$ cat src/rtl/scoreboard_register_file_if.sv
// scoreboard_register_file_if: decode/writeback bundle for the scoreboard register file
// master = pipeline side (decode reads/reserves, writeback writes), slave = register file
interface scoreboard_register_file_if #(
    parameter int WIDTH         = 16,
    parameter int REGISTER_BITS = 4
);
    logic                     ready;
    logic                     write_en;
    logic [REGISTER_BITS-1:0] write_addr;
    logic [WIDTH-1:0]         write_data;
    logic                     reserve_en;
    logic [REGISTER_BITS-1:0] reserve_addr;
    logic [REGISTER_BITS-1:0] rd1_addr;
    logic [REGISTER_BITS-1:0] rd2_addr;
    logic [WIDTH-1:0]         rd1_data;
    logic [WIDTH-1:0]         rd2_data;
    logic                     rd1_valid;
    logic                     rd2_valid;

    modport master (
        input  ready, rd1_data, rd2_data, rd1_valid, rd2_valid,
        output write_en, write_addr, write_data, reserve_en, reserve_addr, rd1_addr, rd2_addr
    );

    modport slave (
        output ready, rd1_data, rd2_data, rd1_valid, rd2_valid,
        input  write_en, write_addr, write_data, reserve_en, reserve_addr, rd1_addr, rd2_addr
    );
endinterface

$ cat src/rtl/scoreboard_register_file.sv
// scoreboard_register_file: 2R1W register file with per-register pending bits and a post-reset clear sweep.
// Optional same-cycle write-to-read bypass when SCOREBOARD_REGFILE_BYPASS_EN is defined.
module scoreboard_register_file #(
    parameter int WIDTH         = 16,
    parameter int REGISTER_BITS = 4,
    parameter bit ZERO_REG      = 1'b1
) (
    input logic clock,
    input logic reset,
    scoreboard_register_file_if.slave bus
);
    localparam int DEPTH = 1 << REGISTER_BITS;
    localparam logic [0:0] CLEAR = 1'b0;
    localparam logic [0:0] RUN   = 1'b1;

    logic [0:0]               state_q;
    logic [REGISTER_BITS-1:0] cnt_q;
    logic [DEPTH-1:0]         pend_q;
    logic [DEPTH-1:0]         pend_d;
    logic [WIDTH-1:0]         regs_q [DEPTH];
    logic                     run;
    logic                     w_ok;
    logic                     r_ok;

    assign run       = state_q == RUN;
    assign bus.ready = run;
    assign w_ok      = run && bus.write_en && !(ZERO_REG && bus.write_addr == '0);
    assign r_ok      = run && bus.reserve_en && !(ZERO_REG && bus.reserve_addr == '0);

    // reserve is applied after release so a same-address pair leaves the register pending
    always_comb begin
        pend_d = pend_q;
        if (w_ok) pend_d[bus.write_addr] = 1'b0;
        if (r_ok) pend_d[bus.reserve_addr] = 1'b1;
    end

    always_ff @(posedge clock) begin
        if (reset) begin
            state_q <= CLEAR;
            cnt_q   <= '0;
            pend_q  <= '0;
        end else if (state_q == CLEAR) begin
            regs_q[cnt_q] <= '0;
            cnt_q         <= cnt_q + 1'b1;
            if (&cnt_q) state_q <= RUN;
        end else begin
            if (w_ok) regs_q[bus.write_addr] <= bus.write_data;
            pend_q <= pend_d;
        end
    end

    logic [REGISTER_BITS-1:0] ra   [2];
    logic [WIDTH-1:0]         rdat [2];
    logic                     rval [2];

    assign ra[0]         = bus.rd1_addr;
    assign ra[1]         = bus.rd2_addr;
    assign bus.rd1_data  = rdat[0];
    assign bus.rd2_data  = rdat[1];
    assign bus.rd1_valid = rval[0];
    assign bus.rd2_valid = rval[1];

    for (genvar g = 0; g < 2; g++) begin : g_rd
        logic zero;
        logic byp;
        assign zero = ZERO_REG && ra[g] == '0;
`ifdef SCOREBOARD_REGFILE_BYPASS_EN
        assign byp = w_ok && bus.write_addr == ra[g];
`else
        assign byp = 1'b0;
`endif
        assign rdat[g] = (!run || zero) ? '0 : byp ? bus.write_data : regs_q[ra[g]];
        assign rval[g] = run && (zero || (byp ? !(r_ok && bus.reserve_addr == ra[g]) : !pend_q[ra[g]]));
    end
endmodule

$ cat src/flat_wrapper.sv
// flat-port wrapper written by rule: the top's interface ports become plain ports
module scoreboard_register_file_flat 
#(
    parameter int WIDTH         = 16,
    parameter int REGISTER_BITS = 4,
    parameter bit ZERO_REG      = 1'b1
)
  (clock, reset, bus_ready, bus_rd1_data, bus_rd2_data, bus_rd1_valid, bus_rd2_valid, bus_write_en, bus_write_addr, bus_write_data, bus_reserve_en, bus_reserve_addr, bus_rd1_addr, bus_rd2_addr);
  scoreboard_register_file_if #(.WIDTH(WIDTH), .REGISTER_BITS(REGISTER_BITS)) bus_i ();
  input logic clock;
  input logic reset;
  output wire logic [$bits(bus_i.ready)-1:0] bus_ready;
  output wire logic [$bits(bus_i.rd1_data)-1:0] bus_rd1_data;
  output wire logic [$bits(bus_i.rd2_data)-1:0] bus_rd2_data;
  output wire logic [$bits(bus_i.rd1_valid)-1:0] bus_rd1_valid;
  output wire logic [$bits(bus_i.rd2_valid)-1:0] bus_rd2_valid;
  input wire logic [$bits(bus_i.write_en)-1:0] bus_write_en;
  input wire logic [$bits(bus_i.write_addr)-1:0] bus_write_addr;
  input wire logic [$bits(bus_i.write_data)-1:0] bus_write_data;
  input wire logic [$bits(bus_i.reserve_en)-1:0] bus_reserve_en;
  input wire logic [$bits(bus_i.reserve_addr)-1:0] bus_reserve_addr;
  input wire logic [$bits(bus_i.rd1_addr)-1:0] bus_rd1_addr;
  input wire logic [$bits(bus_i.rd2_addr)-1:0] bus_rd2_addr;
  assign bus_ready = bus_i.ready;
  assign bus_rd1_data = bus_i.rd1_data;
  assign bus_rd2_data = bus_i.rd2_data;
  assign bus_rd1_valid = bus_i.rd1_valid;
  assign bus_rd2_valid = bus_i.rd2_valid;
  assign bus_i.write_en = bus_write_en;
  assign bus_i.write_addr = bus_write_addr;
  assign bus_i.write_data = bus_write_data;
  assign bus_i.reserve_en = bus_reserve_en;
  assign bus_i.reserve_addr = bus_reserve_addr;
  assign bus_i.rd1_addr = bus_rd1_addr;
  assign bus_i.rd2_addr = bus_rd2_addr;
  scoreboard_register_file #(.WIDTH(WIDTH), .REGISTER_BITS(REGISTER_BITS), .ZERO_REG(ZERO_REG)) u_core (.clock(clock), .reset(reset), .bus(bus_i));
endmodule
$ cat config.mk
export PLATFORM = sky130hd
export DESIGN_NAME = scoreboard_register_file_flat
export DESIGN_NICKNAME = d
export VERILOG_FILES = /design/src/rtl/scoreboard_register_file_if.sv /design/src/rtl/scoreboard_register_file.sv /design/src/flat_wrapper.sv
export SDC_FILE = /design/constraint.sdc
export NUM_CORES = 1
export LEC_CHECK = 0
export BUFFER_PORTS_ARGS = -buffer_cell sky130_fd_sc_hd__buf_4
export CORE_MARGIN = 5
export CORE_UTILIZATION = 60
export CTS_CLUSTER_DIAMETER = 100
export DETAILED_ROUTE_END_ITERATION = 8
export PLACE_DENSITY = 0.8
export SYNTH_ARGS = -nofsm -noshare
export SYNTH_HDL_FRONTEND = slang
export SYNTH_SLANG_ARGS = --single-unit
$ cat constraint.sdc
create_clock -name clock -period 6.61 [get_ports clock]
set_input_delay 1.322 -clock clock [delete_from_list [all_inputs] [get_ports clock]]
set_output_delay 1.322 -clock clock [all_outputs]
set_load 0.05 [all_outputs]
Word-level counts from Yosys, hierarchy flattened
Memory sizes are Yosys's and may differ from the RTL's. Cells that the tools add are included.

Bits in registers: 21. Memories kept: 1. Bits in writable memories: 256.

Memories: u_core.regs_q (depth 16, width 16, read ports 2, clocked after Yosys merged registers in 0, write ports 1, RTL line scoreboard_register_file.sv:20) `logic [WIDTH-1:0] regs_q [DEPTH];`.

Multiplexer cells: 24. Magnitude comparators: 6. $add $sub $neg: 1. Reductions and logical operators: 23. Bitwise operators: 3.

Operators by type and width (number): 2-to-1 mux 16 bit (5); < comparator 4 x 5 -> 1 bit, second input constant (4); bitwise AND 16 bit (1); zero test 4 bit (4); inverter 16 bit (1); OR 16 bit (1); OR reduction 16 bit (1); 2-to-1 mux 1 bit (14); binary-select mux 1 bit (select 4 bit) (2); demux 1 bit (select 4 bit) (2); >= comparator 4 x 1 -> 1 bit, second input constant (2); logical AND 1 bit (8); zero test 1 bit (5); adder 4 x 1 -> 4 bit, second input constant (1); logical OR 1 bit (4); 2-to-1 mux 4 bit (1); AND reduction 4 bit (1).

Logic depth before layout (Yosys ltp)
Gate-level depths: netlist of run 1.

Word-level depth: 9. Gate-level depth with buffers: 7. Mapped depth without buffers: 4.

Least setup slack after synthesis of run 1
No wires, ideal clock.

Path kind: input to output. From: in bus_rd2_addr[0]. To: out bus_rd2_valid. Required time: 5.288 ns. Path slack: 2.186 ns. Data arrival time: 3.102 ns. Path buffers: 2. Cell stages on the path: 6. Path through: clkbuf_1 buf_4 mux4_2 nand2_1 o21ai_0 o22ai_1.

Word-level cells in the longest chain between the ends: 5. Elaborated cells on any way between the ends: 6.

Ends and longest elaborated chain: start: declaration (RTL line flat_wrapper.sv:23) `input wire logic [$bits(bus_i.rd2_addr)-1:0] bus_rd2_addr;`; binary-select mux 1 bit (select 4 bit) (RTL line scoreboard_register_file.sv:73) `assign rval[g] = run && (zero || (byp ? !(r_ok && bus.reserve_addr == ra[g]) : !pend_q[ra[g]]));`; 2-to-1 mux 1 bit (implied by the code) (RTL line scoreboard_register_file.sv:73); zero test 1 bit (RTL line scoreboard_register_file.sv:73); logical OR 1 bit (*) (RTL line scoreboard_register_file.sv:73); logical AND 1 bit (*) (RTL line scoreboard_register_file.sv:73); end: declaration (RTL line flat_wrapper.sv:16) `output wire logic [$bits(bus_i.rd2_valid)-1:0] bus_rd2_valid;`.

Mark *: on every way between the ends. The rest lies on a longest branch, timed or not. The select of a mux whose other input is x is not followed.

Final worst setup path of run 1
From: in bus_rd1_addr[0]. To: out bus_rd1_data[12].

Word-level cells in the longest chain between the ends: 3. Elaborated cells on any way between the ends: 4.

Ends and longest elaborated chain: start: declaration (RTL line flat_wrapper.sv:22) `input wire logic [$bits(bus_i.rd1_addr)-1:0] bus_rd1_addr;`; parallel branches: the longest is 2 deep, another holds memory read (16 x 16 bit); 2-to-1 mux 16 bit (*) (RTL line scoreboard_register_file.sv:72) `assign rdat[g] = (!run || zero) ? '0 : byp ? bus.write_data : regs_q[ra[g]];`; end: declaration (RTL line flat_wrapper.sv:13) `output wire logic [$bits(bus_i.rd1_data)-1:0] bus_rd1_data;`.

Mark *: on every way between the ends.

==> results of run 1 <==
[power groups by stage]
stage	Combinational (W)	Clock (W)	Sequential (W)
after floorplan	0.000128	0	0.00182
after global placement	0.000175	0	0.00182
after detailed placement	0.000180	0	0.00182
after CTS	0.000182	0.00147	0.00179
after global routing	0.000194	0.00154	0.00179
final	0.000182	0.00146	0.00179
[tightest hold or removal path: cells and delay by family, from the launching register on]
family             cells  cell delay, ps
AOI/OAI and AO/OA      2             130
DFF                    1             320
[cell usage in the layout, fill, tap and decap left out, types with 17 or more instances in the layout]
cell / count
sky130_fd_sc_hd__a22o_1: 32
sky130_fd_sc_hd__a22oi_1: 67
sky130_fd_sc_hd__and2_1: 17
sky130_fd_sc_hd__buf_4: 95
sky130_fd_sc_hd__clkbuf_16: 27
sky130_fd_sc_hd__dfxtp_1: 20
sky130_fd_sc_hd__edfxtp_1: 240
sky130_fd_sc_hd__mux2_2: 35
sky130_fd_sc_hd__mux4_2: 102
sky130_fd_sc_hd__nand2_1: 56
sky130_fd_sc_hd__nor2_1: 24
sky130_fd_sc_hd__o21ai_0: 18
[cell families after synthesis]
group / after synthesis
AOI/OAI and AO/OA: 139
xor gates and xnor gates: 3
adders and majority gates: 1
buffers and inverters: 55
DFF: 260
muxes: 143
and+or+nand+nor: 144
[metal layers]
layer  global-route usage (%)  vias up  part of all wire [%]
met4                     10.4        2                   3.5
met5                        0        -                 0.061
met1                     37.3     4094                    35
met3                     5.54       93                    11
met2                     45.2      599                    50
li1                         -     3220                     -
[how the worst max path moves through the flow]
stage	start	endpoint	cells after the start
final	bus_rd1_addr[0]	bus_rd1_data[12]	6
after global routing	bus_rd2_addr[0]	bus_rd2_data[12]	6
after CTS	bus_rd1_addr[0]	bus_rd1_data[12]	6
after detailed placement	bus_rd2_addr[0]	bus_rd2_data[12]	6
after global placement	bus_rd2_addr[0]	bus_rd2_data[12]	6
after floorplan	bus_rd2_addr[0]	bus_rd2_valid	6
[registers in the layout, summed over array words and instances, names as in the netlist]
name / cells
u_core.regs_q: 240
u_core.cnt_q: 4
u_core.pend_q: 15
u_core.bus.ready: 1
[through the flow]
| step | instance area [µm²] | hold WS [ps] |
|---|---|---|
| 2_1_floorplan | 12300 | 460 |
| 3_3_place_gp | 13200 | 479 |
| 3_5_place_dp | 13200 | 488 |
| 4_1_cts | 14000 | 497 |
| 5_1_grt | 14000 | 510 |
| 6_report | 14000 | 493 |
[cell type report]
cell class                      instances  area, µm²  share of cell area (%)
Clock inverter                         19        161                    1.15
Sequential cell                       260       7610                    54.3
Clock buffer                           29        683                    4.88
Tap cell                              270        338                    2.41
Timing Repair Buffer                   95        713                    5.09
Multi-Input combinational cell        430       4490                    32.0
Inverter                                5       18.8                   0.134
==> flow_results.org, run 1 <==
** Outcome
- The run finished with clean final reports.

** Global routing
- Grt ovf :: 0
- Antenna violations before repair :: 1
- The via count of the first global-routing pass was 8275.
- Global routing used 27.6% of the available tracks across all layers.
- Entering global routing, the biggest net connects 71 pins.
- The first global-routing pass estimated 49.4 mm of wire.

** Yosys
- Summed over all instances, the cell type with the most area after synthesis is sky130_fd_sc_hd__edfxtp_1.
- The number of nets in the synthesized netlist is slightly below 800.
- After Yosys synthesis, and, or, nand and nor cells account for 5.44% of the synthesized area.
- Count of state elements after synthesis :: 260
- Mux contribution to synthesized area :: 22.3%
- Area contributors post-synth :: sky130_fd_sc_hd__edfxtp_1 58%, sky130_fd_sc_hd__mux4_2 19%, sky130_fd_sc_hd__a22oi_1 4.1%
- Post-synthesis sequential area ratio :: between 60 and 70%
- Netlist area before placement :: 12300 µm²
- Async set or reset register ratio after synthesis :: 0%
- During synthesis, Yosys emitted a total of 0 warnings.
- Most used standard cells in the synthesized netlist :: 240 x sky130_fd_sc_hd__edfxtp_1, 102 x sky130_fd_sc_hd__mux4_2, 67 x sky130_fd_sc_hd__a22oi_1
- Synth Area in Compound Gates :: roughly 8%
- Counting flops with a built-in enable in the synthesized netlist gives 240.
- Post-synthesis share of cell area spent on xor and xnor gates :: 0.213%
- Counting distinct cell types in the post-synthesis netlist gives 34.
- Fraction of post-synthesis cell area in the top cell type by area :: 58.4%
- Most common cell in the synthesized netlist :: sky130_fd_sc_hd__edfxtp_1
- Mean Syn Cell Area :: 16.6 µm²
- For this run, the leading register cell type out of synthesis is sky130_fd_sc_hd__edfxtp_1.
- Largest family of logic cells by synthesized area :: multiplexers
- After Yosys synthesis, full adders, half adders and majority gates account for 0.101% of the synthesized area.
- Synthesis produced a netlist whose cell count is 745.

** Flow run
- Max-cap violations in this run came to 0.

** Power and ir drop
- The analysis attributes to net switching a power of 0.000735 W.
- Fraction of power spent switching nets :: 21.4%
- Total power :: about 0.0034 W
- Flop pwr share :: 52.2%
- Internal :: ~0.0027 W
- Dividing total power by cell area gives a power density of 245 nW/µm².
- In this run the static leakage power is 5.12 nW.
- In this run, the combinational gates consume 5.3% of the power.
- Clock network fraction of design power :: approximately 43%
- Maximum vdd drop :: approximately 0.3 mV

** Worst hold path
- For hold timing, the worst endpoint is u_core.pend_q[11].
- Path category of the worst min-delay check :: reg -> reg
- Source of the worst hold timing path :: u_core.pend_q[11]
- The worst hold path passes through 2 cells.

** Floorplanning
- DIE WIDTH :: between 150 and 200 µm
- The core region is around 20000 µm².
- The floorplan step defined a die boundary enclosing 23500 µm².
- Top-level I/O count :: 71
- Initial core utilization :: between 60% and 70%
- The die is 153 µm tall.
- Row generation in the floorplan step produced 52 rows.

** Placement
- Final estimated routing congestion in global placement :: 0.937
- Worst slack at placement :: 1740 ps
- Cell Count Post-Placement :: 1060
- IO Port Bufs :: 70
- Summed over all nets, the half-perimeter wirelength after detailed placement is 18.9 mm.

** Final layout
- The number of antenna diodes in the final layout is 0.
- The net count of the finished layout is around 860.
- Fill cells in the final layout number 1255.
- Fraction of final layout cells with drive strength greater than 1 :: a little over a third
- Leaving out filler cells and counting taps, the final layout contains 1108.
- Relative area change from synthesis to final layout :: 13.5%
- Cells fill 69.2% of the core in the end.

** Critical path
- On the worst path, the slowest cell contributes a delay of 690 ps.
- The worst register-to-register path begins at u_core.bus.ready.
- For the worst flop-to-flop path, the logic depth is 4.
- Critical path arrival :: 3520 ps
- Element type at the critical path end :: primary output
- R2R setup slack :: approximately 3500 ps
- Critical path's slowest cell :: sky130_fd_sc_hd__buf_4
- Most used cell, CP :: sky130_fd_sc_hd__buf_4
- At the worst endpoint, the required time is roughly 5300 ps.
- Endpoint of the worst-slack reg-to-reg timing path :: u_core.regs_q[11][9]
- Highest fanout seen on the critical path :: 51
- Kind of launch point of the worst setup path :: input port
- In this design, the largest share of critical-path delay is due to buffers and inverters.
- The critical path in this run is classified as in -> out.
- The critical path goes through buf_4 -> buf_4 -> mux4_2 -> a22oi_1 -> nand2_1 -> buf_4.
- Sum of buffers and inverters on the critical path :: 3

** STA
- Number of failing hold endpoints at the final stage :: 0
- Final total negative setup slack :: 0 ps
- At the pin with the least slew margin, the transition time is ~1300 ps.
- The number of pins exceeding their max-slew limit in the final report is 0.
- Max transition margin :: 16.2%
- Setup repair after global routing left no endpoint under its margin.
- Based on the critical path, the design can be clocked at up to 207 MHz.
- Across the routed clock network, the largest skew measured is 10.2 ps.
- Once routing completed, OpenROAD measured the worst setup slack at approximately 1800 ps.
- Setup violations remaining at the end of the flow were counted as 0.
- After layout, the minimum clock period comes to 4840 ps.
- In the finished design, the share of the clock period the worst path needs comes to between 70% and 80%.

** Routing
- Number of DRC violations after detailed routing :: 0
- The first detailed-routing pass ran for 6 iterations.
- Routed via count divided by cell count :: 7.23
- After detailed routing, the average wire length per cell comes to about 29 µm.
- The final layout contains routed wiring with a total length of about 33 mm.
- Antenna Nets Post-Route :: 0
- Vias post-DR :: 8008
- Initial drt markers :: 996

** CTS
- CTS built an H-tree with a depth of 1.
- The longest clock path from root to sink contains 3 buffers.
- Post-CTS repair changed the size of 0 cells.
- Clock-pin slew on the worst setup and hold paths :: around 60 ps
- Once the clock tree was built, the setup fixing pass inserted 0 buffers.
- TritonCTS built the clock tree.
- TritonCTS Buffers :: 26
- CTS sink cnt :: 260
- The tree is rooted in a sky130_fd_sc_hd__clkbuf_16.
- Source-to-sink clock delay at the later pin of the worst-skew pair :: 530 ps
- Hold repair after CTS inserted 0 buffers.
Note: power is estimated with default switching activity, not from simulation.
==> inputs of run 2 (changes only) <==
--- a/config.mk
+++ b/config.mk
@@ -5,12 +5,13 @@
 export SDC_FILE = /design/constraint.sdc
 export NUM_CORES = 1
 export LEC_CHECK = 0
+export ABC_AREA = 1
 export BUFFER_PORTS_ARGS = -buffer_cell sky130_fd_sc_hd__buf_4
 export CORE_MARGIN = 5
-export CORE_UTILIZATION = 60
+export CORE_UTILIZATION = 56
 export CTS_CLUSTER_DIAMETER = 100
 export DETAILED_ROUTE_END_ITERATION = 8
-export PLACE_DENSITY = 0.8
+export PLACE_DENSITY = 0.78
 export SYNTH_ARGS = -nofsm -noshare
 export SYNTH_HDL_FRONTEND = slang
 export SYNTH_SLANG_ARGS = --single-unit
==> constraint.sdc (replaced) <==
create_clock -name clock -period 4.3 [get_ports clock]
set_input_delay 0.86 -clock clock [delete_from_list [all_inputs] [get_ports clock]]
set_output_delay 0.86 -clock clock [all_outputs]
set_load 0.05 [all_outputs]
==> run 2 against run 1 <==
Effect of this change: clock power increased by 65%; power rose by 73%; design area up 16%; synthesized cell count rose by 120%; area after synthesis up 18%; global-route usage is 1.2 points higher; clock-buffer cell count up 3; first-iteration DRC count increased by 67%; critical path depth rose by 3; critical path type unchanged; worst hold slack worse by 20 ps; flip-flop and latch count increased by 17.
==> flow_results.org, run 2 <==
** Outcome
- The run finished with clean final reports.

** CTS
- Source-to-sink clock delay at the later pin of the worst-skew pair :: 570 ps (+40 ps)
- Count of cells resized by post-cts repair :: 0 (unchanged)
- The clock sink count was 277 (+6.5%).
- The level count of the clock H-tree is 1 (unchanged).
- The number of buffers added by the clock tree synthesis step came to 29 (+12%).
- The cell sitting at the root of the clock tree is a sky130_fd_sc_hd__clkbuf_16.
- The number of post-CTS setup repair buffers is 0 (unchanged).
- Clock tree from TritonCTS :: built
- Clock-pin slew on the worst setup and hold paths :: 60 ps (about the same)
- The maximum root-to-sink buffer count was 3 (unchanged).
- The post-cts hold buffer count came to 0 (unchanged).

** Routing
- Final WL :: 42.8 mm (+31%)
- Antenna Nets Post-Route :: 0 (unchanged)
- The average routed wire per standard cell was 21.3 µm (-28%).
- Initial drt markers :: 1659 (+67%)
- Number of DRC violations after detailed routing :: 0 (unchanged)
- The number of detailed-routing iterations run before antenna repair is 6 (unchanged).
- Routed via count divided by cell count :: 6.12 (-15%)
- Vias post-DR :: 12300 (+54%)

** STA
- The worst path uses 93.4% of the clock period.
- The transition time of the tightest slew-check pin was 1060 ps (-199 ps).
- The final hold violation count came to 0 (unchanged).
- Setup repair after global routing left no endpoint under its margin.
- Based on the critical path, the design can be clocked at up to 249 MHz.
- The worst path needs approximately 4000 ps of the cycle, external delays included.
- Worst clock skew on the final layout :: 13.5 ps (+3.31 ps)
- Final total negative setup slack :: 0 ps (unchanged)
- Number of max-slew violations in the final report :: 0 (unchanged)
- Max transition margin :: 29.3% (+13 points)
- The count of endpoints failing setup in the final report is 0 (unchanged).
- The hold slack came to 473 ps (-20.1 ps).

** Final layout
- Total number of nets in the final design :: 1693 (+98%)
- The diode insertion count for antenna repair is 0 (unchanged).
- Most common cell after layout, fill and taps aside :: sky130_fd_sc_hd__nand2_1
- The filler cell count in the final layout was 2101 (+67%).
- Commonest cells after routing, fill and taps aside :: 426 x sky130_fd_sc_hd__nand2_1, 256 x sky130_fd_sc_hd__edfxtp_1, 210 x sky130_fd_sc_hd__inv_1, 192 x sky130_fd_sc_hd__o211ai_1, 128 x sky130_fd_sc_hd__nand3_1
- Fraction of final layout cells with drive strength greater than 1 :: 11.9% (-23 points)
- Post-route cell area :: 16300 µm² (+16%)
- In the final layout, the registers with the most flip-flops are u_core.regs_q (256), u_core.pend_q (16), u_core.cnt_q (4).
- The combined area of the multi-input logic cells is 5080 µm² (+13%).
- u_core.regs_q holds more flip-flops than any other register.
- Number of flip-flops in the largest register :: 256 (+6.7%)
- Relative area change from synthesis to final layout :: 11.9%
- Cell Count, Final, Fillers Out :: 2013 (+82%)
- The area of all sequential standard cells was 8110 µm² (+6.6%).

** Placement
- The total placed cells including tap cells came to 1960 (+85%).
- IO Port Bufs :: 70 (unchanged)
- Post-detail-place hpwl :: 27.7 mm (+46%)
- Final estimated routing congestion in global placement :: 0.989 (+5.5%)
- Standard cell area after detailed placement :: 15400 µm² (+17%)

** Power and ir drop
- The total leakage power came to 6.64 nW (+30%).
- Power density normalized to cell area :: 363 nW/µm² (+48%)
- The total power is 0.00592 W (+73%).
- Maximum vdd drop :: 0.314 mV (+5.7%)

** Worst hold path
- In this run the most critical hold path is launched from u_core.pend_q[3].
- The worst hold path belongs to the class reg -> reg.

** Yosys
- Among all flip-flop cells after synthesis, the most frequent one is sky130_fd_sc_hd__edfxtp_1.
- Mux contribution to synthesized area :: 0% (-22 points)
- The area share of fa/ha/maj cells after synthesis came to 0.0858% (-0.016 points).
- The share of synthesized area occupied by flip-flops and latches was 55.6% (-6.0 points).
- Area contributors post-synth :: sky130_fd_sc_hd__edfxtp_1 53%, sky130_fd_sc_hd__nand2_1 11%, sky130_fd_sc_hd__o211ai_1 9.9%
- The yosys synthesis warning count was 0 (unchanged).
- Instance count of the mapped netlist :: 1615 (+120%)
- The post-synthesis register bit count is 277 (+6.5%).
- Post-synthesis share of cell area spent on xor and xnor gates :: 0.0601% (-0.15 points)
- Among all cell types in the netlist, the one instantiated most often is sky130_fd_sc_hd__nand2_1.
- Fraction of post-synthesis cell area in the top cell type by area :: 52.7% (-5.7 points)
- Most used standard cells in the synthesized netlist :: 426 x sky130_fd_sc_hd__nand2_1, 256 x sky130_fd_sc_hd__edfxtp_1, 210 x sky130_fd_sc_hd__inv_1
- The mean post-synth cell area is 9.03 µm² (-45%).
- The share of flip-flops with an asynchronous set or reset after synthesis was 0% (unchanged).
- Post-synthesis cell type count :: 28 (-18%)
- Cell taking the most area after synthesis :: sky130_fd_sc_hd__edfxtp_1
- The post-synthesis compound-gate area fraction came to 17.0% (+9.0 points).
- The area of the mapped netlist came to 14600 µm² (+18%).
- Simple-Gate Fraction of Synth Area :: 17.4% (+12 points)
- Number of enable flip-flop cells after synthesis :: 256 (+6.7%)
- Largest family of logic cells by synthesized area :: simple AND/OR/NAND/NOR gates
- Post-synthesis net count :: 1652 (+110%)

** Floorplanning
- The core outline area came to 25800 µm² (+28%).
- The starting utilization of the core area is 56.4% (-4.5 points).
- Die Ht :: 171 µm (+12%)
- Top-level I/O count :: 71 (unchanged)
- The floorplan die width was 171 µm (+12%).
- The count of standard-cell rows came to 59 (+13%).
- Die footprint :: 29400 µm² (+25%)

** Critical path
- The critical path goes through buf_4 -> inv_2 -> nor2_2 -> buf_4 -> nand2_1 -> nand2_1 -> inv_1 -> a21oi_1 -> buf_4.
- Highest fanout seen on the critical path :: 19 (-63%)
- The internal reg-to-reg setup slack is 1390 ps (-2070 ps).
- The worst endpoint required time is 3440 ps (-1850 ps).
- The worst setup path is launched from an input port.
- Among the stages of the critical path, the cell type that occurs most often is sky130_fd_sc_hd__buf_4.
- For this design, the slowest cell found on the critical path is sky130_fd_sc_hd__a21oi_1.
- In this run the critical register-to-register path is launched from u_core.bus.ready.
- In this run the worst setup path begins at bus_rd1_addr[2].
- The data arrival time of the critical path was 3160 ps (-360 ps).
- Number of cell instances on the worst register-to-register path :: 9 (+5)
- The critical path is of the in -> out type.
- Endpoint of the worst-slack reg-to-reg timing path :: u_core.regs_q[14][14]
- Element type at the critical path end :: primary output
- In this run the worst setup path terminates at bus_rd1_data[2].
- The maximum cell stage delay along the critical path came to 430 ps (-260 ps).

** Global routing
- The number of antenna violations at the first check in global routing came to 0 (-1).
- Overall routing resource usage :: 28.8% (+1.2 points)
- The global-route wire length before repair is 65.4 mm (+33%).
- The global-route congestion overflow total was 0 (unchanged).
- Vias in the first global route :: 11500 (+39%)
- The maximum number of pins on one net before global-route repair is 101 (+42%).

** Flow run
- Number of maximum-capacitance constraint violations :: 0 (unchanged)
==> run 2: worst min-delay path by stage <==
stage                                  end  slack, ps  cells after the start
after CTS                 u_core.pend_q[0]        480                      2
after global placement    u_core.pend_q[3]        460                      2
after global routing      u_core.pend_q[8]        490                      2
final                     u_core.pend_q[3]        470                      2
after detailed placement  u_core.pend_q[3]        470                      2
after floorplan           u_core.pend_q[0]        430                      2
==> run 2: area by class of cell <==
class | count | share of cell area, %
clock buffers | 32 | 4.52
clock inverters | 21 | 1.01
inverters | 217 | 5.02
multi-input cells | 1014 | 31.2
flip-flops and latches | 277 | 49.7
well taps | 335 | 2.57
repair buffers | 117 | 6.04
==> run 2: logic make-up (layout without fill, tap and decap cells) <==
logic type,count (synthesis),count (layout)
adder cells (fa/ha/maj),1,1
flip-flops,277,277
buffers and inverters,324,387
AND/OR/NAND/NOR,615,615
XOR/XNOR,1,1
AO/OA/AOI/OAI,397,397
==> run 2: critical path, delay by kind of cell <==
family	cells	cell delay [ps]
buffers and inverters	5	1260
AND/OR/NAND/NOR	3	560
AO/OA/AOI/OAI	1	430
==> run 2: metal layers <==
layer	wire, µm	vias up	global-route usage (%)
met2	19300	773	45.1
met4	2660	0	15.5
met1	16100	5732	38.0
li1	-	5653	-
met3	4720	156	5.86
met5	0	-	0
==> run 2: through the flow <==
| step | worst slack, ps | util (%) |
|---|---|---|
| floorplan | 1020 | - |
| global placement | 469 | 59.7 |
| detailed placement | 450 | 59.7 |
| CTS | 421 | 63.2 |
| global route | 301 | 63.2 |
| finish | 285 | 63.2 |
==> run 2: power by group <==
group / internal, W / switching, W
sequential: 0.00293 / 0.0000126
clock: 0.00135 / 0.00106
combinational: 0.000174 / 0.000393
total: 0.00446 / 0.00146
==> inputs of run 3 (changes only) <==
--- a/config.mk
+++ b/config.mk
@@ -8,10 +8,11 @@
 export ABC_AREA = 1
 export BUFFER_PORTS_ARGS = -buffer_cell sky130_fd_sc_hd__buf_4
 export CORE_MARGIN = 5
-export CORE_UTILIZATION = 56
+export CORE_UTILIZATION = 40
 export CTS_CLUSTER_DIAMETER = 100
 export DETAILED_ROUTE_END_ITERATION = 8
-export PLACE_DENSITY = 0.78
+export MAX_ROUTING_LAYER = met4
+export PLACE_DENSITY = 0.57
 export SYNTH_ARGS = -nofsm -noshare
 export SYNTH_HDL_FRONTEND = slang
 export SYNTH_SLANG_ARGS = --single-unit
==> constraint.sdc (replaced) <==
create_clock -name clock -period 4.1 [get_ports clock]
set_input_delay 0.82 -clock clock [delete_from_list [all_inputs] [get_ports clock]]
set_output_delay 0.82 -clock clock [all_outputs]
set_load 0.05 [all_outputs]
==> run 3 against run 2 <==
Effect of this change: die area is 37% higher; sequential share of layout area is 1.1 points lower; design area is 2.3% higher; first-iteration DRC count is 31% lower; utilization is 17 points lower; routed wire length is 7.7% higher; worst setup slack better by 200 ps; clock skew is 4.6 ps higher; worst hold slack worse by 14 ps; critical path depth is 1 lower; power is 7.0% higher; critical path type unchanged.
==> flow_results.org, run 3 (same netlist as run 2, synthesis figures left out) <==
** Worst hold path
- Source of the worst hold timing path :: u_core.pend_q[0]
- Worst hold path cell count :: 2 (unchanged)
- Path category of the worst min-delay check :: reg -> reg
- The worst hold path terminates at u_core.pend_q[0].

** Final layout
- The share of final-layout standard cells stronger than drive strength 1 is 12.7% (+0.85 points).
- Commonest cells after routing, fill and taps aside :: 426 x sky130_fd_sc_hd__nand2_1, 256 x sky130_fd_sc_hd__edfxtp_1, 210 x sky130_fd_sc_hd__inv_1, 192 x sky130_fd_sc_hd__o211ai_1, 128 x sky130_fd_sc_hd__nand3_1
- Most common cell after layout, fill and taps aside :: sky130_fd_sc_hd__nand2_1
- The number of flip-flops in the largest register is 256 (unchanged).
- Cell Count, Final, Fillers Out :: 2168 (+7.7%)
- The post-layout net count came to 1713 (+1.2%).
- Relative area change from synthesis to final layout :: 14.4%
- Post-layout util :: 46.0% (-17 points)
- The register with the most flip-flops in the final layout is u_core.regs_q.
- The largest registers in the layout are u_core.regs_q (256), u_core.pend_q (16), u_core.cnt_q (4).

** Placement
- Worst slack at placement :: 584 ps (+134 ps)
- The number of buffers inserted by port buffering came to 70 (unchanged).
- Cell Count Post-Placement :: 2111 (+7.7%)
- Post-detail-place hpwl :: 29.4 mm (+6.1%)
- Final estimated routing congestion in global placement :: 0.885 (-11%)

** Floorplanning
- The top-level port count is 71 (unchanged).
- The core outline area was 36300 µm² (+40%).
- The overall die area is 40400 µm² (+37%).
- Die Ht :: 201 µm (+17%)
- The starting utilization of the core area came to 40.2% (-16 points).
- DIE WIDTH :: 201 µm (+17%)
- Row cnt :: 70 (+19%)

** CTS
- The post-cts hold buffer count was 0 (unchanged).
- The latest clock arrival within the worst-skew pair was 580 ps (about the same).
- The cell sitting at the root of the clock tree is a sky130_fd_sc_hd__clkbuf_16.
- TritonCTS built the clock tree.
- TritonCTS Buffers :: 31 (+6.9%)
- The maximum root-to-sink buffer count is 3 (unchanged).
- The number of post-CTS setup repair buffers is 0 (unchanged).
- The count of instances resized after the clock tree is built is 0 (unchanged).
- The level count of the clock H-tree came to 1 (unchanged).
- The clock-pin transition on the worst setup and hold timing paths is 60 ps (about the same).
- CTS sink cnt :: 277 (unchanged)

** STA
- Share of the clock period used by the worst path after layout :: 88.1%
- Worst clock skew on the final layout :: 18.1 ps (+4.55 ps)
- RSZ-0062 raised after global routing :: false
- Number of max-slew violations in the final report :: 0 (unchanged)
- Final total negative setup slack :: 0 ps (unchanged)
- Post-route setup slack :: 488 ps (+203 ps)
- The transition time of the tightest slew-check pin was 1080 ps (+21.6 ps).
- Max transition margin :: 27.9% (-1.4 points)
- The final hold violation count came to 0 (unchanged).
- Fmax :: between 200 and 300 MHz
- Clock period minus worst slack :: 3610 ps
- Final-report setup violation count :: 0 (unchanged)

** Critical path
- The data arrival time of the critical path came to 2790 ps (-370 ps).
- Delay of the slowest cell on the worst path :: 590 ps (+160 ps)
- WP data required :: 3280 ps (-160 ps)
- The number of buffer and inverter stages on the critical path came to 4 (-1).
- The internal reg-to-reg setup slack came to 1230 ps (-160 ps).
- The largest fanout on the critical path was 19 (unchanged).
- Ordered list of cells on the worst path :: buf_4 -> inv_2 -> nor2_2 -> nand2_1 -> nand2_1 -> inv_1 -> a21oi_1 -> buf_4
- Endpoint of the worst-slack reg-to-reg timing path :: u_core.regs_q[7][4]
- CP top delay family :: simple AND/OR/NAND/NOR gates
- Kind of launch point of the worst setup path :: input port
- Critical path's slowest cell :: sky130_fd_sc_hd__nor2_2
- The worst setup path is captured at a primary output.
- Reg-to-Reg Start :: u_core.bus.ready
- Category of the critical setup timing path :: in -> out
- Number of cell instances on the worst register-to-register path :: 9 (unchanged)

** Routing
- Routed via count divided by cell count :: 5.53 (-9.6%)
- The remaining routing DRC violations came to 0 (unchanged).
- Final WL :: 46.1 mm (+7.7%)
- Vias post-DR :: 12000 (-2.6%)
- The average routed wire per standard cell is 21.2 µm (about the same).
- Antenna Nets Post-Route :: 0 (unchanged)
- The starting DRC count in detailed routing is 1140 (-31%).
- First drt pass iteration count :: 5 (-1)

** Global routing
- The maximum number of pins on one net before global-route repair was 77 (-24%).
- Antenna violations before repair :: 1 (+1)
- Vias in the first global route :: 11100 (-3.9%)
- The global-route wire length before repair is 68.3 mm (+4.4%).
- Grt ovf :: 0 (unchanged)
- The combined global-route utilization of all metal layers is 22.6% (-6.2 points).

** Power and ir drop
- The switching part of the total power came to 24.6% (-0.10 points).
- Flop pwr share :: 48.7% (-1.0 points)
- The fraction of power consumed by the clock network was 41.8% (+1.1 points).
- The power dissipated by switching net loads is 0.00156 W (+6.6%).
- Combinational power share :: 9.5% (about the same)
- The power density relative to cell area is 380 nW/µm² (+4.6%).
- Internal :: 0.00478 W (+7.2%)
- Leakage power :: 6.76 nW (+1.9%)
- The worst ir drop on vdd came to 0.324 mV (+3.0%).

** Flow run
- The max-capacitance violation count came to 0 (unchanged).

** Outcome
- The flow ran to the end, and the final reports show no timing, DRC or antenna violations.
==> run 3: cell types whose count changed in the layout (fill, tap and decap cells not counted), moves of 2 or more <==
cell,before,now
sky130_fd_sc_hd__clkinvlp_4,2,0
sky130_fd_sc_hd__buf_4,107,124
sky130_fd_sc_hd__clkbuf_16,29,31
sky130_fd_sc_hd__clkbuf_1,3,7
==> run 3: metrics by stage <==
step	hold slack, ps	area (µm²)	total power (W)
final	459	16700	0.00634
after detailed placement	452	15700	0.00374
after global routing	505	16700	0.00657
after CTS	461	16700	0.00639
after global placement	453	15700	0.00374
after floorplan	429	14600	0.00354
==> run 3: how the worst max path moves through the flow <==
stage / start / end / slack [ps] / cells past startpoint
4_1_cts: bus_rd2_addr[0] / bus_rd2_data[1] / 580 / 7
3_3_place_gp: bus_rd2_addr[0] / bus_rd2_data[1] / 610 / 7
2_1_floorplan: bus_rd1_addr[2] / bus_rd1_data[10] / 900 / 8
5_1_grt: bus_rd1_addr[2] / bus_rd1_data[11] / 500 / 8
3_5_place_dp: bus_rd2_addr[0] / bus_rd2_data[1] / 580 / 7
6_report: bus_rd1_addr[2] / bus_rd1_data[2] / 490 / 8
==> run 3: layout make-up <==
type,instances,area (µm²)
multi-input cells,1014,5080
well taps,468,586
fillers,3460,19600
clock buffers,38,802
clock inverters,18,151
diodes,1,2.50
flip-flops and latches,277,8110
inverters,217,820
repair buffers,135,1130
==> run 3: worst min-delay path: stages (launching register included) <==
cell and delay, ps:
sky130_fd_sc_hd__dfxtp_1 300, sky130_fd_sc_hd__inv_1 80, sky130_fd_sc_hd__nor2_1 40
==> run 3: power by group through the flow <==
stage / Sequential, W / Combinational, W / Clock (W)
2_1_floorplan: 0.00315 / 0.000396 / 0
3_3_place_gp: 0.00315 / 0.000591 / 0
3_5_place_dp: 0.00315 / 0.000595 / 0
4_1_cts: 0.00309 / 0.000597 / 0.00270
5_1_grt: 0.00309 / 0.000661 / 0.00282
6_report: 0.00309 / 0.000601 / 0.00265
==> run 3: per-layer routing <==
layer / share of wire [%] / up-vias / track usage, % / wire length [µm]
met3: 9.3 / 102 / 4.54 / 4310
met5: 0 / - / - / 0
met2: 44 / 528 / 33.0 / 20100
li1: - / 5698 / - / -
met1: 43 / 5666 / 31.1 / 19700
met4: 4.2 / 0 / 8.65 / 1930
